**src/rtl/serial_pkg.sv**
```systemverilog
// Shared definitions for the serial receive path: FSM state encodings,
// idle line level and default frame geometry.
package serial_pkg;

  typedef enum logic [2:0] {
    ST_IDLE   = 3'd0,
    ST_START  = 3'd1,
    ST_DATA   = 3'd2,
    ST_PARITY = 3'd3,
    ST_STOP   = 3'd4
  } rx_state_t;

  localparam logic LINE_IDLE        = 1'b1;
  localparam int   DEF_CLKS_PER_BIT = 16;
  localparam int   DEF_DATA_BITS    = 8;

endpackage

```
**src/rtl/serial_rx_if.sv**
```systemverilog
// Parallel Valid/Ack byte bus between serial_rx (master) and its consumer.
// parity_err exists only when SERIAL_RX_PARITY_EN is defined.
interface serial_rx_if #(
  parameter int DATA_BITS = serial_pkg::DEF_DATA_BITS
);
  logic [DATA_BITS-1:0] data;
  logic                 valid;
  logic                 ack;
  logic                 frame_err;
  logic                 overrun;
  logic                 busy;
`ifdef SERIAL_RX_PARITY_EN
  logic                 parity_err;
`endif

  modport master (
    output data, valid, frame_err, overrun, busy,
`ifdef SERIAL_RX_PARITY_EN
    output parity_err,
`endif
    input  ack
  );

  modport slave (
    input  data, valid, frame_err, overrun, busy,
`ifdef SERIAL_RX_PARITY_EN
    input  parity_err,
`endif
    output ack
  );
endinterface

```
**src/rtl/rx_sync.sv**
```systemverilog
// Two-flop synchronizer for the asynchronous RxD line plus a falling-edge
// detector; all stages reset to the idle line level.
module rx_sync
  import serial_pkg::*;
(
  input  logic i_clk,
  input  logic i_reset_n,
  input  logic i_rxd,
  output logic o_level,
  output logic o_fall
);
  logic r_meta;
  logic r_sync;
  logic r_prev;

  always_ff @(posedge i_clk) begin
    if (!i_reset_n) begin
      r_meta <= LINE_IDLE;
      r_sync <= LINE_IDLE;
      r_prev <= LINE_IDLE;
    end else begin
      r_meta <= i_rxd;
      r_sync <= r_meta;
      r_prev <= r_sync;
    end
  end

  assign o_level = r_sync;
  assign o_fall  = r_prev & ~r_sync;
endmodule

```
**src/rtl/serial_rx.sv**
```systemverilog
// Serial frame receiver: mid-bit sampling of start/data/stop bits, Valid/Ack
// delivery with overrun and framing-error reporting. Optional even-parity
// bit when SERIAL_RX_PARITY_EN is defined.
module serial_rx
  import serial_pkg::*;
#(
  parameter int CLKS_PER_BIT = DEF_CLKS_PER_BIT,
  parameter int DATA_BITS    = DEF_DATA_BITS
) (
  input  logic        i_clk,
  input  logic        i_reset_n,
  input  logic        i_rxd,
  serial_rx_if.master bus
);
  localparam int             CW        = $clog2(CLKS_PER_BIT);
  localparam logic [CW-1:0]  CNT_HALF  = CW'(CLKS_PER_BIT / 2 - 1);
  localparam logic [CW-1:0]  CNT_FULL  = CW'(CLKS_PER_BIT - 1);
  localparam logic [3:0]     BITS_LAST = 4'(DATA_BITS - 1);

  rx_state_t            r_state;
  rx_state_t            w_state_nxt;
  logic [CW-1:0]        r_cnt;
  logic [3:0]           r_bit_cnt;
  logic [DATA_BITS-1:0] r_shift;
  logic [DATA_BITS-1:0] r_data;
  logic                 r_valid;
  logic                 r_overrun;
  logic                 r_frame_err;
  logic                 w_level;
  logic                 w_fall;
  logic                 w_tick;
  logic                 w_frame_ok;
  logic                 w_frame_bad;
  logic                 w_accept;

  rx_sync u_sync (
    .i_clk     (i_clk),
    .i_reset_n (i_reset_n),
    .i_rxd     (i_rxd),
    .o_level   (w_level),
    .o_fall    (w_fall)
  );

  always_ff @(posedge i_clk) begin
    if (!i_reset_n) r_state <= ST_IDLE;
    else            r_state <= w_state_nxt;
  end

  // w_tick marks the cycle in which the current bit is sampled.
  always_comb begin
    w_state_nxt = r_state;
    w_tick      = 1'b0;
    w_frame_ok  = 1'b0;
    w_frame_bad = 1'b0;
    case (r_state)
      ST_IDLE: begin
        if (w_fall) w_state_nxt = ST_START;
      end
      ST_START: begin
        if (r_cnt == CNT_HALF) begin
          w_tick      = 1'b1;
          w_state_nxt = w_level ? ST_IDLE : ST_DATA;
        end
      end
      ST_DATA: begin
        if (r_cnt == CNT_FULL) begin
          w_tick = 1'b1;
          if (r_bit_cnt == BITS_LAST) begin
`ifdef SERIAL_RX_PARITY_EN
            w_state_nxt = ST_PARITY;
`else
            w_state_nxt = ST_STOP;
`endif
          end
        end
      end
`ifdef SERIAL_RX_PARITY_EN
      ST_PARITY: begin
        if (r_cnt == CNT_FULL) begin
          w_tick      = 1'b1;
          w_state_nxt = ST_STOP;
        end
      end
`endif
      ST_STOP: begin
        if (r_cnt == CNT_FULL) begin
          w_tick      = 1'b1;
          w_frame_ok  = w_level;
          w_frame_bad = ~w_level;
          w_state_nxt = ST_IDLE;
        end
      end
      default: w_state_nxt = ST_IDLE;
    endcase
  end

  always_ff @(posedge i_clk) begin
    if (!i_reset_n || r_state == ST_IDLE || w_tick) r_cnt <= '0;
    else                                            r_cnt <= r_cnt + 1'b1;
  end

  always_ff @(posedge i_clk) begin
    if (!i_reset_n || r_state == ST_IDLE) r_bit_cnt <= '0;
    else if (r_state == ST_DATA && w_tick) r_bit_cnt <= r_bit_cnt + 1'b1;
  end

  // LSB arrives first, so new bits enter at the top and walk down.
  always_ff @(posedge i_clk) begin
    if (r_state == ST_DATA && w_tick) r_shift <= {w_level, r_shift[DATA_BITS-1:1]};
  end

  assign w_accept = r_valid & bus.ack;

`ifdef SERIAL_RX_PARITY_EN
  logic r_par_bit;
  logic r_parity_err;

  function automatic logic parity_fail(input logic [DATA_BITS-1:0] d, input logic p);
    return (^d) ^ p;
  endfunction

  always_ff @(posedge i_clk) begin
    if (r_state == ST_PARITY && w_tick) r_par_bit <= w_level;
  end

  always_ff @(posedge i_clk) begin
    if (!i_reset_n)      r_parity_err <= 1'b0;
    else if (w_frame_ok) r_parity_err <= parity_fail(r_shift, r_par_bit);
    else if (w_accept)   r_parity_err <= 1'b0;
  end

  assign bus.parity_err = r_parity_err;
`endif

  // A completion coinciding with an accept counts as a fresh byte, not an overrun.
  always_ff @(posedge i_clk) begin
    if (!i_reset_n) begin
      r_data      <= '0;
      r_valid     <= 1'b0;
      r_overrun   <= 1'b0;
      r_frame_err <= 1'b0;
    end else begin
      r_frame_err <= w_frame_bad;
      if (w_frame_ok) begin
        r_data  <= r_shift;
        r_valid <= 1'b1;
        if (w_accept)     r_overrun <= 1'b0;
        else if (r_valid) r_overrun <= 1'b1;
      end else if (w_accept) begin
        r_valid   <= 1'b0;
        r_overrun <= 1'b0;
      end
    end
  end

  assign bus.data      = r_data;
  assign bus.valid     = r_valid;
  assign bus.overrun   = r_overrun;
  assign bus.frame_err = r_frame_err;
  assign bus.busy      = (r_state != ST_IDLE);
endmodule

```
**src/flat_wrapper.sv**
```systemverilog
// flat-port wrapper written by rule: the top's interface ports become plain ports
module serial_rx_flat import serial_pkg::*;
#(
  parameter int CLKS_PER_BIT = DEF_CLKS_PER_BIT,
  parameter int DATA_BITS    = DEF_DATA_BITS
)
  (i_clk, i_reset_n, i_rxd, bus_data, bus_valid, bus_frame_err, bus_overrun, bus_busy, bus_ack);
  serial_rx_if #(.DATA_BITS(DATA_BITS)) bus_i ();
  input  logic i_clk;
  input  logic i_reset_n;
  input  logic i_rxd;
  output wire logic [$bits(bus_i.data)-1:0] bus_data;
  output wire logic [$bits(bus_i.valid)-1:0] bus_valid;
  output wire logic [$bits(bus_i.frame_err)-1:0] bus_frame_err;
  output wire logic [$bits(bus_i.overrun)-1:0] bus_overrun;
  output wire logic [$bits(bus_i.busy)-1:0] bus_busy;
  input wire logic [$bits(bus_i.ack)-1:0] bus_ack;
  assign bus_data = bus_i.data;
  assign bus_valid = bus_i.valid;
  assign bus_frame_err = bus_i.frame_err;
  assign bus_overrun = bus_i.overrun;
  assign bus_busy = bus_i.busy;
  assign bus_i.ack = bus_ack;
  serial_rx #(.CLKS_PER_BIT(CLKS_PER_BIT), .DATA_BITS(DATA_BITS)) u_core (.i_clk(i_clk), .i_reset_n(i_reset_n), .i_rxd(i_rxd), .bus(bus_i));
endmodule
```
**config.mk**
```make
export PLATFORM = sky130hd
export DESIGN_NAME = serial_rx_flat
export DESIGN_NICKNAME = d
export VERILOG_FILES = /design/src/rtl/serial_pkg.sv /design/src/rtl/serial_rx_if.sv /design/src/rtl/rx_sync.sv /design/src/rtl/serial_rx.sv /design/src/flat_wrapper.sv
export SDC_FILE = /design/constraint.sdc
export NUM_CORES = 1
export LEC_CHECK = 0
export CORE_ASPECT_RATIO = 0.7
export CORE_MARGIN = 10
export CORE_UTILIZATION = 35
export DETAILED_ROUTE_END_ITERATION = 8
export PLACE_DENSITY = 0.64
export SLEW_MARGIN = 30
export SYNTH_ARGS = -nofsm -noshare
export SYNTH_HDL_FRONTEND = slang
export SYNTH_HIERARCHICAL = 1
export SYNTH_SLANG_ARGS = --single-unit
```
**constraint.sdc**
```tcl
create_clock -name i_clk -period 2.88 [get_ports i_clk]
set_clock_uncertainty 0.15 [all_clocks]
set_input_delay 0.288 -clock i_clk [delete_from_list [all_inputs] [get_ports i_clk]]
set_output_delay 0.288 -clock i_clk [all_outputs]
set_load 0.05 [all_outputs]
```
; After elaboration in Yosys (flattened, before gate mapping)
; Index checks and enable logic that the tools add are counted.
[word_totals]
latchBits = 0
rom_bits = 0
mem_count = 0
output_inout_bits = 12
word_cells = 56
reg_bits = 33
ram_bits = 0
[op_classes]
magnitude_cmp = 0
n_reduce_logical = 12
shifts = 0
div_mod_pow = 0
mux = 17
n_eq_ne = 11
bitwise_logic = 3
n_mul = 0
add_sub_neg = 2
[ops]
columns = cell, count
row1 = 3-bit two-way mux, 5
row2 = 3-bit one-hot mux with 4 select lines, 1
row3 = 1-bit two-way mux, 9
row4 = 4-bit by 1-bit adder with 4-bit output (second input constant), 2
row5 = 4-bit by 3-bit == test with 1-bit output (second input constant), 2
row6 = 2-bit by 1-bit != test with 1-bit output (second input constant), 4
row7 = 5-bit AND reduction, 1
row8 = 4-bit == test (second input constant), 1
row9 = 2-bit nonzero test, 2
row10 = 3-bit by 1-bit == test with 1-bit output (second input constant), 1
row11 = 3-bit by 2-bit == test with 1-bit output (second input constant), 1
row12 = 3-bit == test (second input constant), 1
row13 = 3-bit zero test, 1
row14 = 3-bit AND reduction, 1
row15 = 3-bit nonzero test, 1
row16 = 1-bit AND, 2
row17 = 1-bit logical OR, 2
row18 = 2-bit two-way mux, 1
row19 = 2-bit != test (second input constant), 1
row20 = 1-bit one-hot mux with 2 select lines, 1
row21 = 2-bit AND reduction, 1
row22 = 2-bit OR reduction, 1
row23 = 1-bit logical AND, 1
row24 = 1-bit zero test, 1
row25 = 1-bit inverter, 1

; Logic depth before layout (Yosys ltp)
; Gate-level depths: netlist of the first run.
[depth]
ltp_word = 5
mapped_depth = 6

; Hierarchy
; Netlist of the first run, hierarchy kept.
[by_module_without_submodules]
columns = mod, cells_per_inst, area_per_inst_um2, n_inst
row1 = serial_rx, 124, 1238.7, 1
row2 = rx_sync, 7, 85.1, 1

; Least setup slack after synthesis of the first run
; Ideal clock, no wire load.
[synth_path]
path_type = register -> register
startpoint = reg u_core.r_cnt[0]
endpoint = reg u_core.r_shift[0], enable pin
required_time_ns = 2.354
path_buffers = 0
stages_incl_launch_ff = 4
arrival_ns = 1.220
slack_ns = 1.134
period_less_slack_ns = 1.746
path_cell_list = dfxtp_1 -> ha_1 -> nand4b_4 -> nor2_1
[synth_between]
elab_chain_len = 4
word_cells_on_any_way = 6
classes_between = 2 x eq/ne / 3 x mux / 1 x reduce/logical
[synth_rtl]
columns = item, line_no
row1 = from (decl), serial_rx.sv:22  ; logic [CW-1:0] r_cnt;
row2 = from (signal assigned), serial_rx.sv:99  ; else r_cnt <= r_cnt + 1'b1;
row3 = 4-bit == test or 4-bit by 3-bit == test with 1-bit output (tied branches), "serial_rx.sv:66, serial_rx.sv:86, serial_rx.sv:60"
row4 = "1-bit two-way mux, on equally long branches", "serial_rx.sv:66, serial_rx.sv:86, serial_rx.sv:60"
row5 = 1-bit one-hot mux with 2 select lines (*), serial_rx.sv:55  ; case (r_state)
row6 = 1-bit logical AND (*), serial_rx.sv:109  ; if (r_state == ST_DATA && w_tick) r_shift <= {w_level, r_shift[DATA_BITS-1:1]};
row7 = to (signal assigned), serial_rx.sv:109
row8 = to (decl), serial_rx.sv:24  ; logic [DATA_BITS-1:0] r_shift;
; Mark *: on every way between the ends. The rest lies on a longest branch, timed or not.
; A chain may end at the register's enable or synchronous reset.

; Worst setup path in the final report of the first run
[layout_path]
startpoint = reg u_core.r_state[0]
endpoint = out bus_busy
[layout_between]
elab_chain_len = 1
[layout_rtl]
columns = item, line_no
row1 = from (decl), serial_rx.sv:20  ; rx_state_t r_state;
row2 = from (signal assigned), serial_rx.sv:46  ; else r_state <= w_state_nxt;
row3 = 3-bit nonzero test, serial_rx.sv:160  ; assign bus.busy = (r_state != ST_IDLE);
row4 = to (decl), flat_wrapper.sv:16  ; output wire logic [$bits(bus_i.busy)-1:0] bus_busy;
; Every way passes these cells.

==> results.ini, run 1 <==
[run_status]
outcome=complete, no violations

[detailed_routing]
drc_errors=0
wl_per_cell_um=12.2
via_per_inst=4.76
routed_wl_um=2440
num_vias=952
firstDrtPassIters=4
drtAntennaViolNets=0
drt_first_iter_violations=73

[synthesis]
synth.cell_area_sq_um=1320
synth_top_family_by_area=simple AND/OR/NAND/NOR gates
ys_seq_area_frac=0.560
syn_inst=131
syn_nets=137
synthDominantCellAreaShare=0.378
ys_warn_count=6
synth_xor_area_frac=0.0331
synth_compound_area_frac=0.0870
syn-mean-instance-area_sq_um=10.1
synth_area_leaders=dfxtp_1 (38%), edfxtp_1 (18%), nand2_1 (5.4%)
synth_top_area_cell=dfxtp_1
synthAdderAreaFrac=0.0189
synth.distinct_cells=32
yosys_register_bits=33
muxShareOfSynthArea=0.0227
yosys.area_share.simple=0.244

[clock_tree]
cts_tree=done
hold_buffers=0
htree_levels=2
clockBufferDepth=2
cts.clk_slew.worst_paths_ps=70
clkLatencyLatePin_ps=280
clkSinkCount=33
cts_setup_buffers=0
clockRootBuffer=clkbuf_8
cts_made_buffers=5
post_cts_resize_count=0

[cells_and_area]
final_cell_mix=dfxtp_1 (25), nand2_1 (19), clkdlybuf4s50_1 (15), nor2_1 (14), nand3_1 (10)
area_delta_synth_final_pct=21.2
drive_gt1_frac=0.0867
fin_nets=155
diodes=0
post-route-cell-area_sq_um=1600
final_common_cell=dfxtp_1

[critical_path]
worstPathMaxFanout=12
critical-path-max-stage-delay_ps=810
end_kind=primary output
path_class=flop to primary output
arrival_ps=1830
required_ps=2440
critPathLaunchType=flop
regToRegStartpoint=u_core/r_cnt[0]$_SDFF_PP0_
ff2ff_path_depth=3
reg2reg_slack_ps=890
r2r-end=u_core/r_shift[6]$_DFFE_PP_
crit_chain=or3_1, clkdlybuf4s50_1
critPathSlowestCell=clkdlybuf4s50_1

[sta]
hold_viol_final=0
timing.final.crit_share=0.788
grt_setup_unrepaired=false
maxSlewHeadroom=0.448
tns_ps=0
min_period_ps=2270
fmax_ghz=0.440
setup_viol=0
holdWs_ps=266
slew_violations=0
worst_slack_ps=609
worstMarginPinSlew_ps=824

[placed_design]
dpl_cell_area_sq_um=1510
place_ws_ps=882
portBuffers=15
dp_hpwl_um=1750
place_congestion=0.814

[worst_hold_path]
hold_depth=1
min_from=u_core/u_sync/r_meta$_SDFF_PN1_
min_to=u_core/u_sync/o_level$_SDFF_PN1_
min-delay-path-class=flop to flop

[die]
core-area_sq_um=3580
dieArea_sq_um=6680
rows=18
die_w_um=93.5
dieHeight_um=71.5
ios=16
start_util=0.370

[global_routing]
grt_start_max_net_pins=19
grt_pass1_wl_um=4110
grt_overflow=0
antenna_found_initial=0
grt_pass1_vias=874
track_usage=0.0767

[power_and_ir_drop]
power.leakage_nw=0.593
irDropWorstVdd_uv=343
p_per_area_nw_per_um2=534

[run]
maxCapViolCount=0

-- state kept, by name, indices dropped and copies added (netlist names), 3 cells and up --
name,count
u_core/bus.data,8
u_core/r_bit_cnt,4
u_core/r_state,3
u_core/r_cnt,4
u_core/r_shift,8
-- through the flow --
stage,power (W),utilization,instances
2_1_floorplan,0.000508,-,131
3_3_place_gp,0.000517,0.422,192
3_5_place_dp,0.000517,0.422,192
4_1_cts,0.000866,0.448,200
5_1_grt,0.000894,0.448,200
6_report,0.000856,0.448,200
-- cells by family (layout without fill, tap and decap cells) --
logic type                 after synthesis  count (layout)
muxes                                    3               3
and+or+nand+nor                         62              62
xor gates and xnor gates                 5               5
DFF                                     33              33
buffers and inverters                    9              28
adders and majority gates                2               2
AOI/OAI and AO/OA                       17              17
-- cells in the mapped netlist (all sizes together) --
| master | n |
|---|---|
| dfxtp | 25 |
| nand2 | 19 |
| nor2 | 14 |
| nand3 | 11 |
| o21ai | 9 |
| edfxtp | 8 |
| nand2b | 7 |
| inv | 4 |
| xnor2 | 4 |
| buf | 3 |
| mux2i | 3 |
| nor3 | 3 |
| a211o | 2 |
| a21oi | 2 |
| and3 | 2 |
| clkbuf | 2 |
| ha | 2 |
| nor2b | 2 |
| nand3b | 1 |
| nand4 | 1 |
| nand4b | 1 |
| o21a | 1 |
| o221ai | 1 |
| o22ai | 1 |
| o311ai | 1 |
| or3 | 1 |
| xor2 | 1 |
-- critical path: cells and delay by family, from the launching register on --
kind	cells	cell delay, ps
flops	1	540
simple gates	1	200
buf+inv	1	810
-- power breakdown --
group | switching [W] | leakage (nW) | internal, W
Sequential | 0.00000368 | 0.274 | 0.000475
Clock | 0.000160 | 0.0486 | 0.000189
Combinational | 0.0000162 | 0.270 | 0.0000123
Total | 0.000180 | 0.593 | 0.000676
-- final cells by class --
cell class	count	area [sq um]
multi-input combinational	89	537
clock buffer	6	82.6
fill	337	1980
clock inverter	2	8.76
tap	50	62.6
inverter	4	15.0
timing repair buffer	16	158
sequential	33	741
-- routing by layer --
metal  global-route usage  vias up  routed length [um]
met1               0.0958      440                1170
li1                     -      483                   -
met2                0.107       27                1080
met3               0.0385        2                 164
met4               0.0358        0                  29
met5                    0        -                   0
-- worst max path at each step --
stage,from,to,slack (ps),depth (start not counted)
2_1_floorplan,u_core/r_cnt[0]$_SDFF_PP0_,u_core/r_shift[0]$_DFFE_PP_,1130,3
3_3_place_gp,u_core/r_cnt[0]$_SDFF_PP0_,u_core/r_shift[6]$_DFFE_PP_,910,3
3_5_place_dp,i_reset_n,u_core/r_cnt[3]$_SDFF_PP0_,880,4
4_1_cts,u_core/r_state[0]$_SDFFE_PN0P_,bus_busy,590,2
5_1_grt,u_core/r_state[0]$_SDFFE_PN0P_,bus_busy,530,2
6_report,u_core/r_state[0]$_SDFFE_PN0P_,bus_busy,610,2
No activity file was read; power rests on OpenSTA's default activity.
==> run 2: changes to the inputs <==
==> constraint.sdc (replaced) <==
create_clock -name i_clk -period 2.24 [get_ports i_clk]
set_clock_uncertainty 0.15 [all_clocks]
set_input_delay 0.224 -clock i_clk [delete_from_list [all_inputs] [get_ports i_clk]]
set_output_delay 0.224 -clock i_clk [all_outputs]
set_load 0.05 [all_outputs]
==> results.ini, run 2 (same netlist as run 1, synthesis figures left out) <==
[worst_hold_path]
min_to=u_core/u_sync/o_level$_SDFF_PN1_  ; unchanged
hold_depth=1  ; unchanged
min-delay-path-class=flop to flop  ; unchanged
min_from=u_core/u_sync/r_meta$_SDFF_PN1_  ; unchanged

[global_routing]
grt_pass1_vias=944  ; was 874
grt_pass1_wl_um=4450  ; was 4110 um
grt_overflow=0  ; unchanged
grt_start_max_net_pins=19  ; unchanged
antenna_found_initial=0  ; unchanged
track_usage=0.0836  ; was 0.0767

[critical_path]
crit_chain=clkdlybuf4s50_1  ; was or3_1, clkdlybuf4s50_1
reg2reg_slack_ps=580  ; was 890 ps
end_kind=primary output  ; unchanged
required_ps=1870  ; was 2440 ps
cp_num_buf_inv=1  ; unchanged
critPathLaunchType=flop  ; unchanged
critical-path-max-stage-delay_ps=820  ; was 810 ps
ff2ff_path_depth=5  ; was 3
arrival_ps=1450  ; was 1830 ps
worstPathMaxFanout=4  ; was 12
critPathSlowestCell=clkdlybuf4s50_1  ; unchanged
path_class=flop to primary output  ; unchanged
path_delay_family=buffers and inverters  ; unchanged
regToRegStartpoint=u_core/r_cnt[0]$_SDFF_PP0_  ; unchanged
r2r-end=u_core/r_state[1]$_SDFFE_PN0P_  ; was u_core/r_shift[6]$_DFFE_PP_

[detailed_routing]
routed_wl_um=2560  ; was 2440 um
dr_wl_met3_um=253  ; was 164 um
drtAntennaViolNets=0  ; unchanged
top_layer_used=met4  ; unchanged
drt_first_iter_violations=62  ; was 73
met2_length_um=1190  ; was 1080 um
num_vias=961  ; was 952
wl_met1_um=1090  ; was 1170 um
firstDrtPassIters=4  ; unchanged
drc_errors=0  ; unchanged
wl_per_cell_um=12.7  ; was 12.2 um
via_per_inst=4.76  ; about the same

[cells_and_area]
final_common_cell=dfxtp_1  ; unchanged
final_cell_mix=dfxtp_1 (25), nand2_1 (19), clkdlybuf4s50_1 (14), nor2_1 (14), nand3_1 (10)  ; was dfxtp_1 (25), nand2_1 (19), clkdlybuf4s50_1 (15), nor2_1 (14), nand3_1 (10)
fill_cells=341  ; was 337
diodes=0  ; unchanged
fin_nets=158  ; was 155
multi_input_area_sq_um=537  ; unchanged
area_delta_synth_final_pct=21.5  ; was 21.2%
seqCellArea_sq_um=741  ; unchanged
post-route-cell-area_sq_um=1610  ; was 1600 sq um
drive_gt1_frac=0.0987  ; was 0.0867

[clock_tree]
cts_tree=done  ; unchanged
htree_levels=2  ; unchanged
post_cts_resize_count=0  ; unchanged
hold_buffers=0  ; unchanged
clkSinkCount=33  ; unchanged
cts_setup_buffers=0  ; unchanged
cts.clk_slew.worst_paths_ps=60  ; was 70 ps
clockRootBuffer=clkbuf_8  ; unchanged
cts_made_buffers=5  ; unchanged
clockBufferDepth=2  ; unchanged
clkLatencyLatePin_ps=280  ; about the same

[placed_design]
place_congestion=0.818  ; was 0.814
dp_hpwl_um=1860  ; was 1750 um
portBuffers=15  ; unchanged
dpl_cell_area_sq_um=1530  ; was 1510 sq um

[run_status]
outcome=complete, no violations  ; unchanged

[die]
ios=16  ; unchanged
die_w_um=93.5  ; unchanged
start_util=0.370  ; unchanged
dieArea_sq_um=6680  ; unchanged
core-area_sq_um=3580  ; unchanged
rows=18  ; unchanged
dieHeight_um=71.5  ; unchanged

[sta]
grt_setup_unrepaired=false  ; unchanged
slew_violations=0  ; unchanged
min_period_ps=1830
tns_ps=0  ; unchanged
hold_viol_final=0  ; unchanged
setup_viol=0  ; unchanged
worstMarginPinSlew_ps=510  ; was 824 ps
fmax_ghz=0.547
maxSlewHeadroom=0.659  ; was 0.448
timing.final.crit_share=0.816

[power_and_ir_drop]
irDropWorstVdd_uv=397  ; was 343 uV
power.leakage_nw=0.600  ; was 0.593 nW
p_per_area_nw_per_um2=655  ; was 534 nW/um^2

[run]
maxCapViolCount=0  ; unchanged

[run 2: cell count changes in the layout (fill, tap and decap cells not counted), sizes merged]
cell / change
clkinv: -1
buf: +4
clkdlybuf4s50: -1
[run 2: per-layer routing]
| metal | vias to the layer above | track usage |
|---|---|---|
| met5 | - | 0 |
| met4 | 0 | 0.0307 |
| met3 | 2 | 0.0416 |
| met2 | 35 | 0.129 |
| met1 | 437 | 0.0975 |
| li1 | 487 | - |
[run 2: power by group]
part           internal (W)  switching [W]  leakage, nW
Combinational     0.0000166      0.0000216        0.288
Clock              0.000209       0.000191       0.0387
Sequential         0.000611     0.00000464        0.274
Total              0.000836       0.000217        0.600
[run 2: cell type report]
type | count | area share
Timing Repair Buffer | 19 | 0.110
Sequential cell | 33 | 0.460
Inverter | 4 | 0.00933
Multi-Input combinational cell | 89 | 0.334
Clock buffer | 6 | 0.0451
Clock inverter | 1 | 0.00233
Tap cell | 50 | 0.0389
[run 2: worst max path at each step]
stage / start / to / slack [ps] / cells after the start
5_1_grt: u_core/bus.valid$_SDFFE_PN0P_ / bus_valid / 360 / 1
6_report: u_core/bus.valid$_SDFFE_PN0P_ / bus_valid / 410 / 1
2_1_floorplan: u_core/r_cnt[0]$_SDFF_PP0_ / u_core/r_shift[0]$_DFFE_PP_ / 490 / 3
4_1_cts: u_core/bus.valid$_SDFFE_PN0P_ / bus_valid / 400 / 1
3_5_place_dp: u_core/r_cnt[0]$_SDFF_PP0_ / u_core/r_state[1]$_SDFFE_PN0P_ / 590 / 5
3_3_place_gp: u_core/r_cnt[0]$_SDFF_PP0_ / u_core/bus.data[6]$_SDFFE_PN0P_ / 670 / 6
[run 2: per-stage QoR]
| step | hold slack [ps] | worst slack (ps) | cells | util | total power (W) |
|---|---|---|---|---|---|
| 4_1_cts | 254 | 402 | 202 | 0.449 | 0.00107 |
| 3_5_place_dp | 241 | 588 | 195 | 0.428 | 0.000667 |
| 2_1_floorplan | 147 | 494 | 131 | - | 0.000653 |
| 5_1_grt | 275 | 361 | 202 | 0.449 | 0.00110 |
| 6_report | 253 | 412 | 202 | 0.449 | 0.00105 |
| 3_3_place_gp | 241 | 670 | 195 | 0.428 | 0.000666 |
